$ cat config.mk
export PLATFORM = sky130hd
export DESIGN_NAME = ram_burst_master
export DESIGN_NICKNAME = d
export VERILOG_FILES = /design/src/rtl/ram_burst_pkg.sv /design/src/rtl/ram_rd_skid.sv /design/src/rtl/ram_burst_master.sv
export SDC_FILE = /design/constraint.sdc
export NUM_CORES = 1
export LEC_CHECK = 0
export ABC_AREA = 1
export BUFFER_PORTS_ARGS = -buffer_cell sky130_fd_sc_hd__buf_2
export CAP_MARGIN = 20
export CORE_ASPECT_RATIO = 1.25
export CORE_MARGIN = 1.5
export CORE_UTILIZATION = 42
export CTS_CLUSTER_SIZE = 30
export DETAILED_ROUTE_END_ITERATION = 10
export GPL_ROUTABILITY_DRIVEN = 0
export PLACE_DENSITY = 0.65
export SYNTH_ARGS = -nofsm -noshare
export SYNTH_HDL_FRONTEND = slang
export SYNTH_SLANG_ARGS = --single-unit
$ cat constraint.sdc
create_clock -name clk -period 2.4 [get_ports clk]
set_input_delay 0 -clock clk [delete_from_list [all_inputs] [get_ports clk]]
set_output_delay 0 -clock clk [all_outputs]
set_load 0.02 [all_outputs]
$ cat src/rtl/ram_burst_pkg.sv
// ram_burst_pkg: FSM encoding, skid sizing and reset values shared
// by ram_burst_master and ram_rd_skid.
package ram_burst_pkg;

  typedef enum logic [1:0] {
    S_IDLE,
    S_WRITE,
    S_READ,
    S_DRAIN
  } state_e;

  localparam int SKID_DEPTH = 3;
  localparam int SKID_CW = $clog2(SKID_DEPTH + 1);
  localparam int SKID_PW = $clog2(SKID_DEPTH);

  localparam state_e RST_STATE = S_IDLE;
  localparam logic RST_PULSE = 1'b0;

  function automatic logic [SKID_PW-1:0] skid_inc(
    input logic [SKID_PW-1:0] p
  );
    return (p == SKID_PW'(SKID_DEPTH - 1)) ? '0 : p + 1'b1;
  endfunction

endpackage

$ cat src/rtl/ram_rd_skid.sv
// ram_rd_skid: 3-entry FIFO between RAM dout and the rd stream.
// Ports: clk, rst_n, push/din (RAM side), pop (rd_ready), dout/valid, count.
module ram_rd_skid
  import ram_burst_pkg::*;
#(
  parameter int DATA_WIDTH = 8
) (
  input  logic                  clk,
  input  logic                  rst_n,
  input  logic                  push,
  input  logic [DATA_WIDTH-1:0] din,
  input  logic                  pop,
  output logic [DATA_WIDTH-1:0] dout,
  output logic                  valid,
  output logic [SKID_CW-1:0]    count
);

  logic [DATA_WIDTH-1:0] mem [SKID_DEPTH];
  logic [SKID_PW-1:0] wptr, rptr;
  logic pop_ok;

  assign valid  = (count != '0);
  assign pop_ok = pop && valid;
  // Empty FIFO presents zero so rd_data has a defined reset value.
  assign dout   = valid ? mem[rptr] : '0;

  always_ff @(posedge clk) begin
    if (push) mem[wptr] <= din;
  end

  always_ff @(posedge clk) begin
    if (!rst_n) begin
      wptr  <= '0;
      rptr  <= '0;
      count <= '0;
    end else begin
      if (push) wptr <= skid_inc(wptr);
      if (pop_ok) rptr <= skid_inc(rptr);
      unique case ({push, pop_ok})
        2'b10:   count <= count + 1'b1;
        2'b01:   count <= count - 1'b1;
        default: ;
      endcase
    end
  end

endmodule

$ cat src/rtl/ram_burst_master.sv
// ram_burst_master: burst initiator for a 1-cycle-latency sync RAM.
// Ports: cmd_*, wr_* stream, rd_* stream, busy/done/err, ram_*. Macro: RAM_BURST_WRAP_EN.
module ram_burst_master
  import ram_burst_pkg::*;
#(
  parameter int ADDR_WIDTH = 4,
  parameter int DATA_WIDTH = 8,
  parameter int DEPTH      = 16,
  parameter int LEN_WIDTH  = ADDR_WIDTH + 1
) (
  input  logic                  clk,
  input  logic                  rst_n,
  input  logic                  cmd_valid,
  output logic                  cmd_ready,
  input  logic                  cmd_write,
  input  logic [ADDR_WIDTH-1:0] cmd_addr,
  input  logic [LEN_WIDTH-1:0]  cmd_len,
  input  logic                  wr_valid,
  output logic                  wr_ready,
  input  logic [DATA_WIDTH-1:0] wr_data,
  output logic                  rd_valid,
  input  logic                  rd_ready,
  output logic [DATA_WIDTH-1:0] rd_data,
  output logic                  busy,
  output logic                  done,
  output logic                  err,
  output logic                  ram_we,
  output logic [ADDR_WIDTH-1:0] ram_addr,
  output logic [DATA_WIDTH-1:0] ram_din,
  input  logic [DATA_WIDTH-1:0] ram_dout
);

  state_e state, state_nx;
  logic [ADDR_WIDTH-1:0] addr, addr_nx, rd_addr_q;
  logic [LEN_WIDTH-1:0] rem;
  logic iss_q, dv_q, done_q, err_q;
  logic [SKID_CW-1:0] sk_cnt;
  logic [2:0] outst;
  logic cmd_hs, cmd_bad, wr_hs, rd_hs, issue, last;

  assign cmd_hs = cmd_valid && (state == S_IDLE);
  assign wr_hs  = wr_valid && (state == S_WRITE);
  assign rd_hs  = rd_valid && rd_ready;
  assign last   = (rem == LEN_WIDTH'(1));

`ifdef RAM_BURST_WRAP_EN
  assign cmd_bad = (cmd_len == '0) || (32'(cmd_len) > DEPTH);
  assign addr_nx = (32'(addr) == DEPTH - 1) ? '0 : addr + 1'b1;
`else
  assign cmd_bad = (cmd_len == '0) ||
                   (32'(cmd_addr) + 32'(cmd_len) > DEPTH);
  assign addr_nx = addr + 1'b1;
`endif

  // Words issued but not yet popped: address stage, RAM stage, skid.
  assign outst = 3'(sk_cnt) + 3'(iss_q) + 3'(dv_q);
  // A pop this cycle frees a slot, keeping 1 word/cycle streaming.
  assign issue = (state == S_READ) &&
                 ((outst < 3'(SKID_DEPTH)) || rd_hs);

  always_ff @(posedge clk) begin
    if (!rst_n) state <= RST_STATE;
    else        state <= state_nx;
  end

  always_comb begin
    state_nx = state;
    unique case (1'b1)
      state == S_IDLE:
        if (cmd_hs && !cmd_bad)
          state_nx = cmd_write ? S_WRITE : S_READ;
      state == S_WRITE:
        if (wr_hs && last) state_nx = S_IDLE;
      state == S_READ:
        if (issue && last) state_nx = S_DRAIN;
      state == S_DRAIN:
        if (outst == 3'd0 || (outst == 3'd1 && rd_hs))
          state_nx = S_IDLE;
      default: state_nx = S_IDLE;
    endcase
  end

  always_comb begin
    cmd_ready = 1'b0;
    wr_ready  = 1'b0;
    ram_we    = 1'b0;
    ram_addr  = rd_addr_q;
    ram_din   = '0;
    unique case (1'b1)
      state == S_IDLE: cmd_ready = 1'b1;
      state == S_WRITE: begin
        wr_ready = 1'b1;
        ram_we   = wr_valid;
        ram_addr = addr;
        if (wr_valid) ram_din = wr_data;
      end
      default: ;
    endcase
  end

  // Read addresses are registered, so RAM data lands one stage later.
  always_ff @(posedge clk) begin
    if (!rst_n) begin
      addr      <= '0;
      rem       <= '0;
      rd_addr_q <= '0;
      iss_q     <= 1'b0;
      dv_q      <= 1'b0;
      done_q    <= RST_PULSE;
      err_q     <= RST_PULSE;
    end else begin
      iss_q  <= issue;
      dv_q   <= iss_q;
      err_q  <= cmd_hs && cmd_bad;
      done_q <= (wr_hs && last) ||
                (state == S_DRAIN && state_nx == S_IDLE);
      if (cmd_hs && !cmd_bad) begin
        addr <= cmd_addr;
        rem  <= cmd_len;
      end else if (wr_hs || issue) begin
        addr <= addr_nx;
        rem  <= rem - 1'b1;
      end
      if (issue) rd_addr_q <= addr;
    end
  end

  assign busy = (state != S_IDLE);
  assign done = done_q;
  assign err  = err_q;

  ram_rd_skid #(
    .DATA_WIDTH(DATA_WIDTH)
  ) u_skid (
    .clk   (clk),
    .rst_n (rst_n),
    .push  (dv_q),
    .din   (ram_dout),
    .pop   (rd_ready),
    .dout  (rd_data),
    .valid (rd_valid),
    .count (sk_cnt)
  );

endmodule
Word level (Yosys, flattened, before mapping)
Memory sizes are Yosys's and may differ from the RTL's. A register that Yosys moved wholly into a read port is not among the register bits.
Cells that the tools add are included.
Cells by class
  order comparisons: 2
  equality and inequality tests: 9
  $mul: 0
  add/sub/neg operators: 9
  reductions and logical operators: 24
  shift operators: 0
  bitwise gates (word level): 0
  multiplexer cells: 24
  divide/modulo/power cells: 0
Operators with widths (number)
  8-bit two-way mux: 3
  2-bit two-way mux: 9
  4-bit two-way mux: 3
  2-bit equality test, second input constant: 5
  1-bit logical AND: 10
  5-bit two-way mux: 2
  2-bit case mux with 4 select lines: 1
  2-bit nonzero test: 4
  2-bit by 1-bit adder with 2-bit output, second input constant: 3
  4-bit by 5-bit adder with 6-bit output: 1
  6-bit by 5-bit > comparator with 1-bit output, second input constant: 1
  5-bit by 1-bit equality test with 1-bit output, second input constant: 1
  5-bit logical NOT: 1
  1-bit logical OR: 5
  1-bit two-way mux: 5
  5-bit by 1-bit subtractor with 5-bit output, second input constant: 1
  4-bit by 1-bit adder with 4-bit output, second input constant: 1
  2-bit by 1-bit equality test with 1-bit output, second input constant: 2
  2-bit logical NOT: 2
  2-bit case mux with 2 select lines: 1
  2-bit by 1-bit adder with 3-bit output: 1
  3-bit by 1-bit adder with 3-bit output: 1
  3-bit by 1-bit equality test with 1-bit output, second input constant: 1
  3-bit logical NOT: 1
  other kinds (3): 3
Word-level totals
  output and inout bits: 27
  bits in writable memories: 24
  bits in registers: 25
  memory bits (read-only): 0
  memories kept: 1
  latch bits: 0
Memory list
  u_skid.mem: words 3, bits a word 8, rd ports 1, clocked after Yosys merged registers in 1, wr ports 1, line ram_rd_skid.sv:18  | logic [DATA_WIDTH-1:0] mem [SKID_DEPTH];

Logic depth before layout (Yosys ltp)
  depth after elaboration: 11
  depth in mapped cells: 14

Cells and area by module
A second synthesis with hierarchy kept.
Second synthesis, totals
  cells, all modules: 344
  area, all modules: 2756.4 µm²
Modules (own cells, without submodules)
  ram_burst_master: instances 1, area an instance 1382.6 µm², cells an instance 211
  ram_rd_skid: instances 1, area an instance 1373.8 µm², cells an instance 133

Worst setup path before layout
No wires, ideal clock.
  path type: register -> register
  start point: register iss_q
  end point: register state[0]
  clock period less this slack: 1847 ps
  library setup time: 134 ps
  arrival: 1713 ps
  cell stages (with the launch flop): 8
  setup slack: 553 ps
  cell sequence: dfxtp_1 -> fa_1 -> ha_1 -> or2_2 -> a21oi_1 -> o21ai_0 -> a21oi_1 -> a21oi_1
Between the ends
  longest elaborated chain between the ends: 8
  elaborated cells between the ends (all ways): 13
  those cells by class: add/sub: 2; order compare: 1; eq/ne: 1; mux: 3; reduce/logical: 6
Ends and longest elaborated chain
  start: declaration: line ram_burst_master.sv:36  | logic iss_q, dv_q, done_q, err_q;
  start signal: assignment: line ram_burst_master.sv:112  | iss_q <= issue;
  2-bit by 1-bit adder with 3-bit output *: line ram_burst_master.sv:56  | assign outst = 3'(sk_cnt) + 3'(iss_q) + 3'(dv_q);
  3-bit by 1-bit adder with 3-bit output *: line ram_burst_master.sv:56
  3-bit by 2-bit less-than comparator with 1-bit output: line ram_burst_master.sv:59  | ((outst < 3'(SKID_DEPTH)) || rd_hs);
  1-bit logical OR: line ram_burst_master.sv:59
  1-bit logical AND: line ram_burst_master.sv:58  | assign issue = (state == S_READ) &&
  1-bit logical AND: line ram_burst_master.sv:75  | if (issue && last) state_nx = S_DRAIN;
  2-bit two-way mux: line ram_burst_master.sv:75
  2-bit case mux with 4 select lines *: line ram_burst_master.sv:68  | unique case (1'b1)
  end signal: assignment: line ram_burst_master.sv:63  | else state <= state_nx;
  end: declaration: line ram_burst_master.sv:33  | state_e state, state_nx;
Mark *: on every way between the ends. The rest lies on a longest branch, timed or not.
A chain may end at the register's enable or synchronous reset.

Final worst setup path
  start point: input cmd_addr[0]
  end point: register state[1]
Between the ends
  longest elaborated chain between the ends: 7
Ends and longest elaborated chain
  start: declaration: line ram_burst_master.sv:16  | input logic [ADDR_WIDTH-1:0] cmd_addr,
  4-bit by 5-bit adder with 6-bit output: line ram_burst_master.sv:51  | (32'(cmd_addr) + 32'(cmd_len) > DEPTH);
  6-bit by 5-bit > comparator with 1-bit output: line ram_burst_master.sv:51
  1-bit logical OR: line ram_burst_master.sv:50  | assign cmd_bad = (cmd_len == '0) ||
  1-bit logical NOT: line ram_burst_master.sv:70  | if (cmd_hs && !cmd_bad)
  1-bit logical AND: line ram_burst_master.sv:70
  2-bit two-way mux: line ram_burst_master.sv:70
  2-bit case mux with 4 select lines: line ram_burst_master.sv:68
No other way between the ends.

==> out/metrics.csv <==
stage,metric,value,unit
run_status,status,completed,
power_and_ir_drop,VDD IR-drop max,0.327,mV
critical_path,CP required,2.64,ns
yosys,Synthesized Nets,362,
route,Antenna Violating Nets Remaining,0,
yosys,most numerous cell in the Yosys netlist,nand2_1,
floorplan,row count,32,
timing,pins over their slew limit,0,
critical_path,reg-to-reg setup timing slack,0.42,ns
hold_path,Worst Hold Class,in2reg,
placement,DP Cell Count,458,
final_layout,fin cells,477,
floorplan,Die Y-Extent,92.7,um
route,DRT iter0 DRCs,48,
global_routing,largest net degree at the start of global routing,17,
floorplan,# IOs,58,
global_routing,global route total overflow,0,
final_layout,area delta synth->final,22.9,%
yosys,Commonest cells post-synth,"nand2_1 (53), inv_1 (46), nor2_1 (39)",
timing,slew margin rel.,0.585,
yosys,Synth top area share,0.267,
floorplan,Die ar.,6930,um2
yosys,number of synthesized flops with an enable pin,24,
final_layout,"Core Util, Final",0.535,
timing,unrepaired setup endpoints after global routing,false,
critical_path,critical setup path kind,in2reg,
timing,# setup viols final,0,
critical_path,Worst setup EP type,flip-flop,
final_layout,share of layout cells above drive strength 1,0.250,
floorplan,starting density of the core,0.436,
yosys,syn avg cell area,8.45,um2
yosys,ys flop type,dfxtp_1,
timing,"Min Clock Period, post-route",2.22,ns
route,vias per cell,4.63,
yosys,sequential area share after synthesis,0.466,
clock_tree,CTS max path bufs,2,
final_layout,nets@finish,433,
placement,Detail Placement HPWL,4350,um
placement,PortBufs,57,
yosys,Synth warnings,0,
power_and_ir_drop,static leakage,0.00162,uW
timing,Hold Fails Final Rpt,0,
floorplan,die width,74.8,um
power_and_ir_drop,total power,2120,uW
clock_tree,Worst-path clk slew,0.09,ns
route,Residual DRC,0,
clock_tree,CTS tree,yes,
yosys,Syn Inst Count,320,
timing,fmax,450,MHz
yosys,synth unique cells,31,
critical_path,Critical Path AT,2.47,ns
timing,Final Hold Slack,0.0163,ns
clock_tree,root buffer cell,clkbuf_8,
timing,Setup TNS Final,0,ns
clock_tree,Worst-Skew Late Latency,0.31,ns
yosys,register bit total from synthesis,51,
route,drt wl/cell,11.8,um
global_routing,first-pass GRT wire length,9090,um
yosys,asr flop ratio synth,0,
yosys,"area leader, netlist",edfxtp_1,
route,WL final,5650,um
yosys,Mapped Area,2700,um2
clock_tree,setup bufs post-CTS,0,
global_routing,total track usage,0.175,
power_and_ir_drop,Cell Pwr Density,637,nW/um2
global_routing,initial antenna violation count,0,
critical_path,CP Launch Type,input pin,
global_routing,number of global-route vias before repair,2092,
timing,Final period util,0.926,
timing,Worst Tran Pin Value,0.618,ns
floorplan,core area,6210,um2
run,max-cap violation count,0,
clock_tree,clock sink count,51,
clock_tree,hold buffers post-CTS,11,
yosys,largest cells by area after synthesis,"edfxtp_1 (27%), dfxtp_1 (20%), nand2_1 (7.4%)",
critical_path,CP max FO,14,
route,drt first pass iters,4,
clock_tree,# resized after CTS,0,
timing,clock skew,0.00309,ns
clock_tree,CTS H-Tree Depth,2,
route,DR vias,2207,
clock_tree,cts bufs inserted,5,
final_layout,ANT cells,0,
==> state kept, by name, summed over array words and instances (netlist names), named ones only <==
| name | cells |
|---|---|
| u_skid.rptr | 2 |
| rd_addr_q | 4 |
| state | 2 |
| err | 1 |
| dv_q | 1 |
| u_skid.count | 2 |
| addr | 4 |
| done | 1 |
| u_skid.wptr | 2 |
| iss_q | 1 |
| u_skid.mem | 24 |
| rem | 5 |
==> metal layers <==
metal,track usage,up-vias,routed length [um]
met5,0,-,0
met4,0.0636,0,102
met3,0.0337,8,160
met2,0.342,45,3200
met1,0.175,978,2190
li1,-,1176,-
==> layout by cell type (no fill, tap or decap) <==
cell type	count
buf_2	57
nand2_1	53
inv_1	46
nor2_1	39
dfxtp_1	27
a21oi_1	26
edfxtp_1	24
o21ai_0	22
nand3_1	15
dlygate4sd3_1	11
ha_1	9
mux2_2	8
nand4_1	7
xor2_1	7
nand2_4	6
clkbuf_8	5
inv_2	4
nor3_1	3
buf_4	3
or2_4	2
nor2_2	2
nand2_2	2
fa_1	2
bufinv_16	2
nand3_2	1
clkinv_2	1
nand3_4	1
clkinv_4	1
o211a_1	1
a211oi_1	1
or2_1	1
or2_2	1
a21oi_2	1
clkinvlp_4	1
==> cells by family (layout without fill, tap and decap cells) <==
| group | count (synthesis) | in the layout | share of synthesized area |
|---|---|---|---|
| AND/OR/NAND/NOR | 133 | 133 | 0.233 |
| flip-flops | 51 | 51 | 0.466 |
| multiplexers | 8 | 8 | 0.0333 |
| AO/OA/AOI/OAI | 51 | 51 | 0.0986 |
| XOR/XNOR | 7 | 7 | 0.0227 |
| buffers and inverters | 59 | 131 | 0.0898 |
| adder cells (fa/ha/maj) | 11 | 11 | 0.0565 |
==> power breakdown <==
| part | total, uW | internal (uW) | switching, uW |
|---|---|---|---|
| sequential | 976 | 948 | 28.4 |
| combinational | 439 | 171 | 268 |
| clock | 701 | 415 | 285 |
| total | 2120 | 1530 | 582 |
==> path summary, 6_finish.rpt <==
kind,from,to,depth (start not counted)
worst max-delay path,cmd_addr[0],state[1],11
worst min-delay path,rd_ready,flip-flop,3
worst max register to register,u_skid.count[0],state[0],7
worst min register to register,iss_q,dv_q,2
==> through the flow <==
step | area, um2 | setup slack [ns]
global placement | 3080 | 0.446
global route | 3320 | 0.0266
finish | 3320 | 0.177
detailed placement | 3080 | 0.393
floorplan | 2700 | 0.553
CTS | 3320 | 0.166
==> worst max-delay path, stage by stage <==
cell,delay [ns]
dlygate4sd3_1,0.53
buf_2,0.13
ha_1,0.23
fa_1,0.43
or2_4,0.26
nor2_2,0.11
nand3_2,0.10
nand2_4,0.12
nand3_4,0.17
or2_1,0.27
a21oi_2,0.11
==> cell type report <==
type,instances,area [um2]
Sequential cell,51,1260
Fill cell,591,2880
Multi-Input combinational cell,210,1200
Clock inverter,3,67.6
Clock buffer,5,68.8
Timing Repair Buffer,71,418
Inverter,52,201
Tap cell,85,106
(Power assumes the default switching activity.)
